File: config.mk
export PLATFORM = sky130hd
export DESIGN_NAME = vga_timing_gen
export DESIGN_NICKNAME = d
export VERILOG_FILES = /design/src/rtl/vga_timing_pkg.sv /design/src/rtl/vga_axis_counter.sv /design/src/rtl/vga_timing_gen.sv
export SDC_FILE = /design/constraint.sdc
export NUM_CORES = 1
export LEC_CHECK = 0
export CORE_ASPECT_RATIO = 0.9
export CORE_UTILIZATION = 25
export DETAILED_ROUTE_END_ITERATION = 8
export REMOVE_ABC_BUFFERS = 1
export SETUP_SLACK_MARGIN = 0.1
export SYNTH_ARGS = -nofsm -noshare
export SYNTH_HDL_FRONTEND = slang
export SYNTH_SLANG_ARGS = --single-unit
File: constraint.sdc
create_clock -name Clk -period 8.6 [get_ports Clk]
set_clock_uncertainty 0.15 [all_clocks]
set_input_delay 2.15 -clock Clk [delete_from_list [all_inputs] [get_ports Clk]]
set_output_delay 2.15 -clock Clk [all_outputs]
set_load 0.005 [all_outputs]
File: src/rtl/vga_timing_pkg.sv
// vga_timing_pkg
// Shared definitions for the 640x480 raster path: default segment lengths for
// both axes, the default pixel-enable divider, helpers that derive the axis
// totals, and the 10-bit coordinate type that color_mapper also uses.
// No ports (package).

package vga_timing_pkg;

  // Standard 640x480@60 segment lengths, in pixels (horizontal) or lines (vertical).
  localparam int H_VISIBLE_DEF = 640;
  localparam int H_FRONT_DEF   = 16;
  localparam int H_SYNC_DEF    = 96;
  localparam int H_BACK_DEF    = 48;
  localparam int V_VISIBLE_DEF = 480;
  localparam int V_FRONT_DEF   = 10;
  localparam int V_SYNC_DEF    = 2;
  localparam int V_BACK_DEF    = 33;

  // 50 MHz system clock divided by 2 gives the 25 MHz pixel rate. Legal range 2..15.
  localparam int CE_DIV_DEF = 2;

  // Raster coordinate, wide enough for either axis total (800 / 525).
  typedef logic [9:0] coord_t;

  function automatic int h_total(input int visible, input int front,
                                 input int sync, input int back);
    return visible + front + sync + back;
  endfunction

  function automatic int v_total(input int visible, input int front,
                                 input int sync, input int back);
    return visible + front + sync + back;
  endfunction

endpackage

File: src/rtl/vga_axis_counter.sv
// vga_axis_counter
// One raster axis: a counter that advances on en and wraps after the last
// position of visible + front + sync + back, plus decodes of the sync and
// visible regions. The decodes look at the *next* count so the parent can
// register them on the same edge that loads the count.
// Ports:
//   clk          in   clock
//   rst_n        in   asynchronous active-low reset
//   en           in   advance the counter this cycle
//   count        out  current position (registered)
//   count_next   out  value count takes on the next edge
//   sync_n_next  out  0 when count_next lies in the sync segment
//   visible_next out  1 when count_next lies in the visible segment

module vga_axis_counter
  import vga_timing_pkg::*;
#(
  parameter int VISIBLE = H_VISIBLE_DEF,
  parameter int FRONT   = H_FRONT_DEF,
  parameter int SYNC    = H_SYNC_DEF,
  parameter int BACK    = H_BACK_DEF
) (
  input  logic       clk,
  input  logic       rst_n,
  input  logic       en,
  output logic [9:0] count,
  output logic [9:0] count_next,
  output logic       sync_n_next,
  output logic       visible_next
);

  localparam int     TOTAL      = VISIBLE + FRONT + SYNC + BACK;
  localparam coord_t LAST       = coord_t'(TOTAL - 1);
  localparam coord_t SYNC_START = coord_t'(VISIBLE + FRONT);
  localparam coord_t SYNC_END   = coord_t'(VISIBLE + FRONT + SYNC);
  localparam coord_t VIS_END    = coord_t'(VISIBLE);

  // Next-count logic: hold unless enabled, wrap straight to 0 from the last position.
  always_comb begin
    count_next = count;
    if (en) begin
      count_next = (count == LAST) ? '0 : count + 10'd1;
    end
  end

  assign sync_n_next  = !((count_next >= SYNC_START) && (count_next < SYNC_END));
  assign visible_next = (count_next < VIS_END);

  // Position register.
  always_ff @(posedge clk or negedge rst_n) begin
    if (!rst_n) begin
      count <= '0;
    end else begin
      count <= count_next;
    end
  end

endmodule

File: src/rtl/vga_timing_gen.sv
// vga_timing_gen
// Raster timing generator for the 640x480 display path. Divides the system
// clock into a pixel enable, walks the horizontal and vertical counters and
// produces registered sync, blanking and coordinate outputs for color_mapper,
// plus a once-per-frame pulse that paces game logic.
// Optional build macro: VGA_SYNC_DELAY_EN -- when defined, hs/vs/blank_n get
// one more ce-enabled register so they lag DrawX/DrawY by one pixel, matching
// a color_mapper with a registered output.
// Ports:
//   Clk         in   system clock, 50 MHz
//   Reset_n     in   asynchronous active-low reset
//   pix_ce      out  one-Clk pulse every CE_DIV cycles
//   hs          out  horizontal sync, active low
//   vs          out  vertical sync, active low
//   blank_n     out  high while the pixel is visible
//   DrawX       out  current column
//   DrawY       out  current row
//   frame_start out  one-Clk pulse as the raster enters vertical blanking

module vga_timing_gen
  import vga_timing_pkg::*;
#(
  parameter int H_VISIBLE = H_VISIBLE_DEF,
  parameter int H_FRONT   = H_FRONT_DEF,
  parameter int H_SYNC    = H_SYNC_DEF,
  parameter int H_BACK    = H_BACK_DEF,
  parameter int V_VISIBLE = V_VISIBLE_DEF,
  parameter int V_FRONT   = V_FRONT_DEF,
  parameter int V_SYNC    = V_SYNC_DEF,
  parameter int V_BACK    = V_BACK_DEF,
  parameter int CE_DIV    = CE_DIV_DEF
) (
  input  logic       Clk,
  input  logic       Reset_n,
  output logic       pix_ce,
  output logic       hs,
  output logic       vs,
  output logic       blank_n,
  output logic [9:0] DrawX,
  output logic [9:0] DrawY,
  output logic       frame_start
);

  localparam int     H_TOTAL    = h_total(H_VISIBLE, H_FRONT, H_SYNC, H_BACK);
  localparam coord_t H_LAST     = coord_t'(H_TOTAL - 1);
  localparam coord_t V_VIS_LINE = coord_t'(V_VISIBLE);
  localparam logic [3:0] DIV_LAST = 4'(CE_DIV - 1);

  logic [3:0] div;
  logic       ce;
  logic       h_wrap;
  coord_t     hc, hc_next, vc, vc_next;
  logic       h_sync_n_next, v_sync_n_next;
  logic       h_vis_next, v_vis_next;
  logic       hs_r, vs_r, blank_r;

  assign ce     = (div == DIV_LAST);
  assign h_wrap = ce && (hc == H_LAST);

  // Pixel-rate divider; pix_ce is ce delayed by one register so it lines up
  // with the outputs that were loaded on the ce edge.
  always_ff @(posedge Clk or negedge Reset_n) begin
    if (!Reset_n) begin
      div    <= '0;
      pix_ce <= 1'b0;
    end else begin
      div    <= ce ? 4'd0 : div + 4'd1;
      pix_ce <= ce;
    end
  end

  vga_axis_counter #(
    .VISIBLE(H_VISIBLE), .FRONT(H_FRONT), .SYNC(H_SYNC), .BACK(H_BACK)
  ) u_h_axis (
    .clk          (Clk),
    .rst_n        (Reset_n),
    .en           (ce),
    .count        (hc),
    .count_next   (hc_next),
    .sync_n_next  (h_sync_n_next),
    .visible_next (h_vis_next)
  );

  // The vertical axis steps only when the line wraps, so it wraps on the same
  // edge as the horizontal axis at the end of the frame.
  vga_axis_counter #(
    .VISIBLE(V_VISIBLE), .FRONT(V_FRONT), .SYNC(V_SYNC), .BACK(V_BACK)
  ) u_v_axis (
    .clk          (Clk),
    .rst_n        (Reset_n),
    .en           (h_wrap),
    .count        (vc),
    .count_next   (vc_next),
    .sync_n_next  (v_sync_n_next),
    .visible_next (v_vis_next)
  );

  // Decodes are loaded only on ce: right after reset the idle counters would
  // otherwise decode as visible before the raster has actually started.
  // hc_next is 0 under ce only on a line wrap, so frame_start fires exactly
  // once, as the raster steps to (0, V_VISIBLE).
  always_ff @(posedge Clk or negedge Reset_n) begin
    if (!Reset_n) begin
      hs_r        <= 1'b1;
      vs_r        <= 1'b1;
      blank_r     <= 1'b0;
      frame_start <= 1'b0;
    end else begin
      frame_start <= ce && (hc_next == '0) && (vc_next == V_VIS_LINE);
      if (ce) begin
        hs_r    <= h_sync_n_next;
        vs_r    <= v_sync_n_next;
        blank_r <= h_vis_next && v_vis_next;
      end
    end
  end

  assign DrawX = hc;
  assign DrawY = vc;

`ifdef VGA_SYNC_DELAY_EN
  logic hs_d, vs_d, blank_d;

  // One-pixel delay of the timing flags, aligning them with a registered color output.
  always_ff @(posedge Clk or negedge Reset_n) begin
    if (!Reset_n) begin
      hs_d    <= 1'b1;
      vs_d    <= 1'b1;
      blank_d <= 1'b0;
    end else if (ce) begin
      hs_d    <= hs_r;
      vs_d    <= vs_r;
      blank_d <= blank_r;
    end
  end

  assign hs      = hs_d;
  assign vs      = vs_d;
  assign blank_n = blank_d;
`else
  assign hs      = hs_r;
  assign vs      = vs_r;
  assign blank_n = blank_r;
`endif

endmodule

==> impl_metrics.ini, run 1 <==
[outcome]
status = finished clean

[floorplan]
io-pin-count = 27
coreArea_mm2 = 0.005725
fp.dieArea_mm2 = 0.006284
die_width_um = 83.45
rows = 26
initial_utilization_pct = 26.07
die_y_um = 75.31

[placed_design]
gp_congestion = 0.7994
placed_area_mm2 = 0.001837
place_hpwl_mm = 2.478
port_buffers = 26

[setup_path]
required_ps = 6300
critPathBufInv = 1
critical_path.slowest_cell = clkdlybuf4s50_1
worstSetupStartpointType = flop
max_stage_delay_ps = 550
path_delay_family = buffers and inverters
worstSetupPathType = flop to output pin
end_kind = output pin
cp_max_fo = 9
cp_data_arrival_time_ps = 1300
cp_cell_sequence = clkdlybuf4s50_1

[clocking]
root_buffer = clkbuf_8
cts_setup_buffers = 0
cts_resized = 0
numCtsBuffers = 5
worstSkewPairLatency_ps = 280
htree_levels = 2
cts_tree = done
cts.sinks = 29
ctsHoldBuffers = 0
clock_path_buffers = 2
clk_pin_slew_ps = 50

[power_and_ir_drop]
combPwrFrac_pct = 1.3
p_per_area_mw_per_mm2 = 127.5
p_leak_uw = 0.0007975
pwr-share-seq_pct = 55.9
ir_drop_mv = 0.06329
p_sw_share_pct = 20.41
p_sw_uw = 49.88
pwr-share-clk_pct = 42.8
p_int_uw = 194.5

[synthesis]
synth_ff_type = dfrtp_1
ys.warnings.count = 0
synth_area_leaders = dfrtp_1 45%, dfstp_2 3.5%, xnor2_1 3.5%, nand4_1 2.9%, xor2_1 2.9%
avgSynthCellArea_um2 = 10.15
synthCells = 147
async_flop_share_pct = 100.0
ys_seq_elements = 29
ys_types = 43
seq_area_frac_synth_pct = 48.78
yosysTopAreaCell = dfrtp_1
synth_enable_flop_cells = 0
yosysTopAreaCellShare_pct = 45.26
syn_area_mm2 = 0.001493

[timing]
setup_viol = 0
setup_tns_ps = 0
period_share_pct = 41.82
rsz0062_at_grt = no
hold_viol = 0
max_freq_ghz = 0.2781
relSlewSlack_pct = 62.36
tightest_slew_ps = 560.4
maxSlewViolCount = 0
finalCriticalPeriod_ps = 3596

[worst_hold_path]
hp-class = flop to flop

[grt]
grt_pass1_wl_mm = 5.713
grt_pass1_vias = 1176
grt_max_degree = 30
overflow = 0
grt_antenna_before_repair = 0
groute.usage.overall_pct = 11.66

[cells_and_area]
diodes = 0
final_cell_area_mm2 = 0.001917
drive_gt1_share_pct = 8.889
num-nets-final = 184
area_delta_synth_final_pct = 28.42

[drt]
initialDrtViolationCount = 74
first_pass_iters = 4
totalWireLength_mm = 3.340
drtAntennaViolNets = 0
wl_per_cell_um = 13.36
drc_errors = 0
vias = 1246
via_per_inst = 4.984

[run]
max-cap-violations = 0
[flip-flops by register name, summed over array words and instances, names as in the netlist]
register / cells
vs: 1
div: 4
pix_ce: 1
blank_n: 1
frame_start: 1
u_h_axis.count: 10
hs: 1
u_v_axis.count: 10
[kinds of logic (layout without fill, tap and decap cells)]
logic type                 count (synthesis)  in the layout  share of synthesized area, %
DFF                                       29             29                         48.78
muxes                                      2              2                         1.425
and+or+nand+nor                           65             65                         26.91
adders and majority gates                  3              3                         2.515
AOI/OAI and AO/OA                         25             25                         10.39
buffers and inverters                     12             45                         3.521
xor gates and xnor gates                  11             11                         6.454
[final timing paths]
path / from / to / slack [ps] / cells after the start
min in group asynchronous: Reset_n / div[2] / 2100 / 2
max in group asynchronous: Reset_n / hs / 5890 / 2
min reg2reg: vs / vs / 350 / 2
max reg2reg: div[1] / frame_start / 5370 / 6
min: vs / vs / 350 / 2
max: u_v_axis.count[2] / DrawY[2] / 5000 / 1
[power groups by stage]
stage	clock [µW]	combinational, µW	sequential, µW
after floorplan	0	0.000275	139
after global placement	0	3.57	139
after detailed placement	0	3.57	139
after CTS	108	3.56	137
after global routing	114	3.95	136
final	105	3.22	137
[final cells by class]
type                    count  area, µm²
clock buffers               8      80.08
fillers                   600       3809
inverters                   9      33.78
multi-input cells         106      711.9
flip-flops and latches     29      728.2
well taps                  70      87.58
repair buffers             28      275.3
[cell usage after synthesis, drive strengths merged, types with 2 or more instances]
library cell and instances:
o21ai 9, dfstp 2, clkbuf 2, nor2 8
nand4 7, nor4b 2, ha 3, o31ai 2
dfrtp 27, a31oi 2, and3 2, inv 8
or4 4, a21oi 5, or3 6, nand3 6
nor3 8, xnor2 6, nand2 10, nor3b 2
nor4 5, xor2 5
[cells in the final DEF (no fill, tap or decap), types with 7 or more instances in the layout]
master | Yosys | final
clkdlybuf4s50_1 | 0 | 26
dfrtp_1 | 27 | 27
nor3_1 | 8 | 8
o21ai_0 | 8 | 8
nand2_1 | 9 | 9
inv_1 | 8 | 8
nand4_1 | 7 | 7
nor2_1 | 8 | 8
[routing by layer]
layer / vias to the layer above / routed length [µm] / global-route usage (%)
met5: - / 0 / 0
met4: 0 / 51 / 4.520
met3: 6 / 144 / 3.792
met2: 24 / 1492 / 18.31
met1: 600 / 1651 / 15.24
li1: 616 / - / -
[metrics by stage]
| step | hold slack (ps) | util, % | total power, µW | worst slack, ps | cells |
|---|---|---|---|---|---|
| 6_report | 350.7 | 33.48 | 244.4 | 5004 | 250 |
| 5_1_grt | 385.9 | 33.48 | 254.4 | 4953 | 250 |
| 4_1_cts | 350.3 | 33.48 | 248.2 | 4986 | 250 |
| 3_5_place_dp | 342.5 | 32.08 | 142.5 | 5302 | 242 |
| 3_3_place_gp | 333.8 | 32.08 | 142.5 | 5301 | 242 |
| 2_1_floorplan | 305.9 | - | 139.0 | 5744 | 144 |
(Power assumes the default switching activity.)
==> run 2, diff against run 1 <==
- clock period: 8.6 -> 3 ns (I/O delays scaled with it)
==> run 2 against run 1 <==
Effect of this change:
- worst hold slack worse by 2.3 ps
- combinational power grew to 2.9 times the previous value
- global-route usage grew 0.18 points
- largest power group is now clock
- sequential power grew to 2.9 times the previous value
==> impl_metrics.ini, run 2 (same netlist as run 1, synthesis figures left out) <==
[drt]
initialDrtViolationCount = 46
wl_per_cell_um = 13.37
vias = 1242
totalWireLength_mm = 3.410
first_pass_iters = 4
via_per_inst = 4.871
drc_errors = 0
drtAntennaViolNets = 0

[floorplan]
die_y_um = 75.31
die_width_um = 83.45
io-pin-count = 27
fp.dieArea_mm2 = 0.006284
coreArea_mm2 = 0.005725
rows = 26
initial_utilization_pct = 26.07

[power_and_ir_drop]
combPwrFrac_pct = 1.2
p_sw_uw = 152.6
pwr-share-seq_pct = 47.9
p_sw_share_pct = 18.69
p_per_area_mw_per_mm2 = 402.7
p_int_uw = 663.7
pwr-share-clk_pct = 50.9
p_leak_uw = 0.0008526
design_power_total_uw = 816.2
ir_drop_mv = 0.2694

[cells_and_area]
diodes = 0
final_common_cell = dfrtp_1
seqCellArea_um2 = 728.2
num-nets-final = 189
final_cell_area_mm2 = 0.002027
nFillCells = 574
final_cell_mix = 27 x dfrtp_1, 26 x clkdlybuf4s50_1, 9 x nand2_1
multi_input_area_um2 = 748.2
drive_gt1_share_pct = 15.14
top_regs = u_h_axis.count x10, u_v_axis.count x10, div x4
area_delta_synth_final_pct = 35.79

[clocking]
cts_setup_buffers = 0
htree_levels = 2
worstSkewPairLatency_ps = 280
root_buffer = clkbuf_8
clk_pin_slew_ps = 60
cts.sinks = 29
numCtsBuffers = 5
clock_path_buffers = 2
cts_tree = done

[timing]
tightest_slew_ps = 408.9
maxSlewViolCount = 0
relSlewSlack_pct = 72.45
period_share_pct = 93.09
setup_tns_ps = 0
holdWs_ps = 348.5
final.setup.worst_slack_ps = 207.2
setup_viol = 0
hold_viol = 0
max_freq_ghz = 0.3581
rsz0062_at_grt = no
finalCriticalPeriod_ps = 2793

[grt]
overflow = 0
grt_pass1_wl_mm = 5.789
grt_antenna_before_repair = 0
grt_max_degree = 30
groute.usage.overall_pct = 11.83
grt_pass1_vias = 1224

[setup_path]
cp_max_fo = 5
worstSetupPathType = flop to flop
worstSetupStartpointType = flop
max_stage_delay_ps = 570
path_delay_family = simple AND/OR/NAND/NOR gates
end_kind = flop
required_ps = 3010
cp_cell_sequence = or4b_4 > buf_4 > or4_4 > nor3b_1 > a211oi_2 > nor4b_4 > and4b_1
cp_data_arrival_time_ps = 2810
critical_path.slowest_cell = or4b_4
critPathBufInv = 1

[placed_design]
pre_cts_slack_ps = 112.2
gp_congestion = 0.7502
port_buffers = 26
placed_area_mm2 = 0.001874
place_hpwl_mm = 2.509

[outcome]
status = finished clean

[worst_hold_path]
hp-class = flop to flop

[run]
max-cap-violations = 0
[run 2: final cells by class]
cell class,count,share of cell area (%)
Tap cell,70,4.321
Clock inverter,1,1.481
Timing Repair Buffer,33,15.43
Inverter,9,1.667
Multi-Input combinational cell,106,36.91
Clock buffer,7,4.259
Sequential cell,29,35.93
[run 2: path summary, 6_finish.rpt]
path                            startpoint           endpoint  slack [ps]  cells past startpoint
worst max-delay path                div[1]        frame_start         210                      7
worst min-delay path                div[3]             div[3]         350                      1
min in group asynchronous          Reset_n  u_v_axis.count[4]         700                      2
worst max register to register      div[1]        frame_start         210                      7
max in group asynchronous          Reset_n                 hs        1680                      2
worst min register to register      div[3]             div[3]         350                      1
[run 2: routing by layer]
layer,GRT usage [%],vias to the layer above,part of all wire [%]
met3,2.600,5,2.8
li1,-,622,-
met5,0,-,0
met4,4.520,0,1.1
met2,18.94,26,46
met1,16.04,589,50
[run 2: worst reg2reg max path, stage by stage, from the launching register on]
cell	delay, ps
dfrtp_1	420
or4b_4	570
buf_4	180
or4_4	570
nor3b_1	330
a211oi_2	100
nor4b_4	150
and4b_1	210
[run 2: what timing repair did]
item                                    CTS  global route
hold buffers                              0             0
resized for setup                         0             6
endpoints found under the setup margin    0             3
[run 2: per-stage QoR]
stage	instances	utilization, %
3_3_place_gp	247	32.74
2_1_floorplan	144	-
4_1_cts	255	34.77
6_report	255	35.40
3_5_place_dp	247	32.74
5_1_grt	255	35.40
[run 2: power by group through the flow]
stage               clock network, µW  registers (µW)  logic, µW
floorplan                           0             398   0.000275
global placement                    0             398       10.1
detailed placement                  0             398       10.1
CTS                               425             391       10.3
global route                      438             391       11.5
finish                            416             391       9.42
